### src/rtl/clk_div_pow2.sv
// clk_div_pow2: free-running power-of-two clock divider with wrap strobe and raw count
module clk_div_pow2 #(
    parameter int WIDTH = 8
) (
    input  logic             clk,
    input  logic             reset,
    input  logic             en,
    output logic             clk_out,
    output logic             tick,
    output logic [WIDTH-1:0] count
);
    logic [WIDTH-1:0] cnt = '0;
    // Counter register: reset beats enable; the natural WIDTH-bit wrap ends each period
    always_ff @(posedge clk)
        if (!reset) cnt <= '0;
        else if (en) cnt <= cnt + WIDTH'(1);
    assign count   = cnt;
    assign clk_out = cnt[WIDTH-1];
    assign tick    = en & (&cnt);
endmodule

### config.mk
export PLATFORM = sky130hd
export DESIGN_NAME = clk_div_pow2
export DESIGN_NICKNAME = d
export VERILOG_FILES = /design/src/rtl/clk_div_pow2.sv
export SDC_FILE = /design/constraint.sdc
export NUM_CORES = 1
export LEC_CHECK = 0
export BUFFER_PORTS_ARGS = -buffer_cell sky130_fd_sc_hd__clkbuf_2
export CAP_MARGIN = 20
export CORE_AREA = 2 2 39 41
export CTS_CLUSTER_DIAMETER = 120
export DETAILED_ROUTE_END_ITERATION = 7
export DIE_AREA = 0 0 41 43
export PLACE_DENSITY = 0.51
export SLEW_MARGIN = 40
export SYNTH_ARGS = -nofsm -noshare
export SYNTH_HDL_FRONTEND = slang
export SYNTH_SLANG_ARGS = --single-unit
### constraint.sdc
create_clock -name clk -period 1.3 [get_ports clk]
set_input_delay 0.195 -clock clk [delete_from_list [all_inputs] [get_ports clk]]
set_output_delay 0.195 -clock clk [all_outputs]
set_load 0.01 [all_outputs]
==> flow_metrics.tcl <==
set metrics [dict create \
    grt_max_degree 11 \
    cp_max_fo 2 \
    critPathBufInv 1 \
    hold_depth 2 \
    synth_common_cells "dfxtp_1, nand2_1, and2_1" \
    area_growth_pct 51.3 \
    final-hold-violation-count 0 \
    whs_ns 0.290 \
    drc 0 \
    status "finished, violations left" \
    synth-seq-cells 8 \
    synth_cell_types 20 \
    clock_latency_ns 0.26 \
    hpwl_um 600 \
    tightest_slew_ns 0.254 \
    synth-edff-count 0 \
    overflow 0 \
    syn_area_per_cell_um2 9.38 \
    worstRegToRegCells 7 \
    die_w_um 41 \
    nets 70 \
    slew_headroom_pct 82.9 \
    cts_sinks 8 \
    worstPathArrival_ns 1.25 \
    place_ws_ns 0.0495 \
    finalPower_w 0.000514 \
    p_leak_nw 0.272 \
    grt_pass1_vias 388 \
    cts_tree "done" \
    antenna_cells 0 \
    start_kind "register" \
    cp_data_required_time_ns 1.11 \
    first_pass_iters 1 \
    start_util_pct 27.1 \
    setup_violations 1 \
    cts_hold_buf 0 \
    setup_slack_ns -0.146 \
    maxCapViolCount 0 \
    synth_warnings 0 \
    die-area_um2 1760 \
    io_buffers 12 \
    wl_um 959 \
    via_count 371 \
    path_class "register to output port" \
    die_h_um 43 \
    hp-class "primary input to register" \
    path_delay_family "simple AND/OR/NAND/NOR gates" \
    synth_ff_type "dfxtp_1" \
    violations "setup timing" \
    synth_area_um2 375 \
    syn_nets 44 \
    powerDensity_nw_per_um2 905 \
    coreArea_um2 1380 \
    clk_pin_slew_ns 0.06 \
    largest_register_ffs 8 \
    wl_per_cell_um 12.0 \
    yosysTopAreaCellShare_pct 42.7 \
    first_iter_violations 0 \
    period_minus_slack_ns 1.45 \
    drive_gt1_share_pct 50.0 \
    finClkSkew_ns 0.0136 \
    timing.fmax_mhz 692 \
    htree_levels 1 \
    synth_top_area_cell "dfxtp_1" \
    synth_most_common_cell "dfxtp_1" \
    ys_async_sr_fraction_pct 0 \
    fin_crit_sh_pct 111 \
    clockBufferDepth 2 \
    path_cells "ha_4 -> nand3_2 -> nor2_2 -> and3_1 -> buf_2" \
    ctsRootBufferMaster "clkbuf_4" \
    finalSetupTns_ns -0.146 \
    grt_usage_pct 14.4 \
    numCtsBuffers 3 \
    gp_congestion 0.675 \
    ant_nets 0 \
    crit_cells 5 \
    rows 14 \
    ir_drop_mv 0.443 \
    num_io_pins 13 \
    rsz0062_at_grt "yes" \
    slowest_delay_ns 0.35 \
    synth_area_leaders "dfxtp_1, mux2i_1, xnor2_1" \
    syn_inst 40 \
    crit_slowest_cell "dfxtp_2" \
    via_per_inst 4.64 \
    yosysSeqAreaShare_pct 42.7 \
    worstSetupEndpointType "output port" \
    grt_pass1_wl_um 1640 \
    antenna_found_initial 0 \
    maxSlewViolCount 0 \
]
-- metrics by stage --
| stage | area (µm²) | utilization [%] | instances |
|---|---|---|---|
| 5_1_grt | 568 | 41.0 | 80 |
| 6_report | 568 | 41.0 | 80 |
| 2_1_floorplan | 375 | - | 40 |
| 3_5_place_dp | 485 | 35.1 | 72 |
| 3_3_place_gp | 485 | 35.1 | 72 |
| 4_1_cts | 568 | 41.0 | 80 |
-- metal layers --
layer | part of all wire, % | GRT usage [%] | vias to the layer above
met4 | 2.8 | 13.3 | 0
met2 | 54 | 21.3 | 11
met5 | 0 | 0 | -
li1 | - | - | 184
met1 | 39 | 14.8 | 172
met3 | 4.4 | 4.71 | 4
-- cell families (layout without fill, tap and decap cells) --
family	Yosys count	count (layout)	share of synthesized area [%]
and+or+nand+nor	19	19	28.3
xor gates and xnor gates	4	4	9.34
DFF	8	8	42.7
adders and majority gates	1	1	3.33
buffers and inverters	3	27	5.00
muxes	3	3	8.00
AOI/OAI and AO/OA	2	2	3.33
-- worst paths after layout --
path	from	to	slack, ns
worst min-delay path	reset	count[1]	0.29
worst max-delay path	count[0]	tick	-0.15
worst max register to register	count[1]	count[4]	0.05
worst min register to register	count[6]	count[6]	0.49
-- layout make-up --
type                    instances  area (µm²)
fillers                       153         816
well taps                      16        20.0
repair buffers                 23         143
clock buffers                   3        22.5
flip-flops and latches          8         163
multi-input cells              29         216
inverters                       1        3.75
-- what timing repair did --
item                                   4_1_cts  5_1_grt
endpoints found under the hold margin        0        0
pin swaps                                    3        3
buffers inserted                             5        2
resized for setup                            6        1
setup endpoints to repair                    1        2
-- power breakdown --
part           switching (W)  internal (W)  leakage [nW]
sequential        0.00000731      0.000254        0.0655
clock              0.0000863      0.000106        0.0138
combinational      0.0000289     0.0000321         0.193
-- placed cells by master, fill, tap and decap left out --
master,instances
a21boi_1,1
dfxtp_1,6
nand2b_1,1
or3_1,1
nor2_2,1
mux2i_1,3
nand3_1,1
and2_1,4
nand2_1,5
buf_4,11
nand4_1,1
nand4_2,1
clkbuf_2,11
dfxtp_2,2
inv_1,1
nor2b_1,1
ha_4,1
nor3_1,1
buf_2,1
and3_1,1
o21ai_0,1
nand3_2,1
xor2_1,1
clkbuf_4,3
xnor2_1,3
Note: power is estimated with default switching activity, not from simulation.
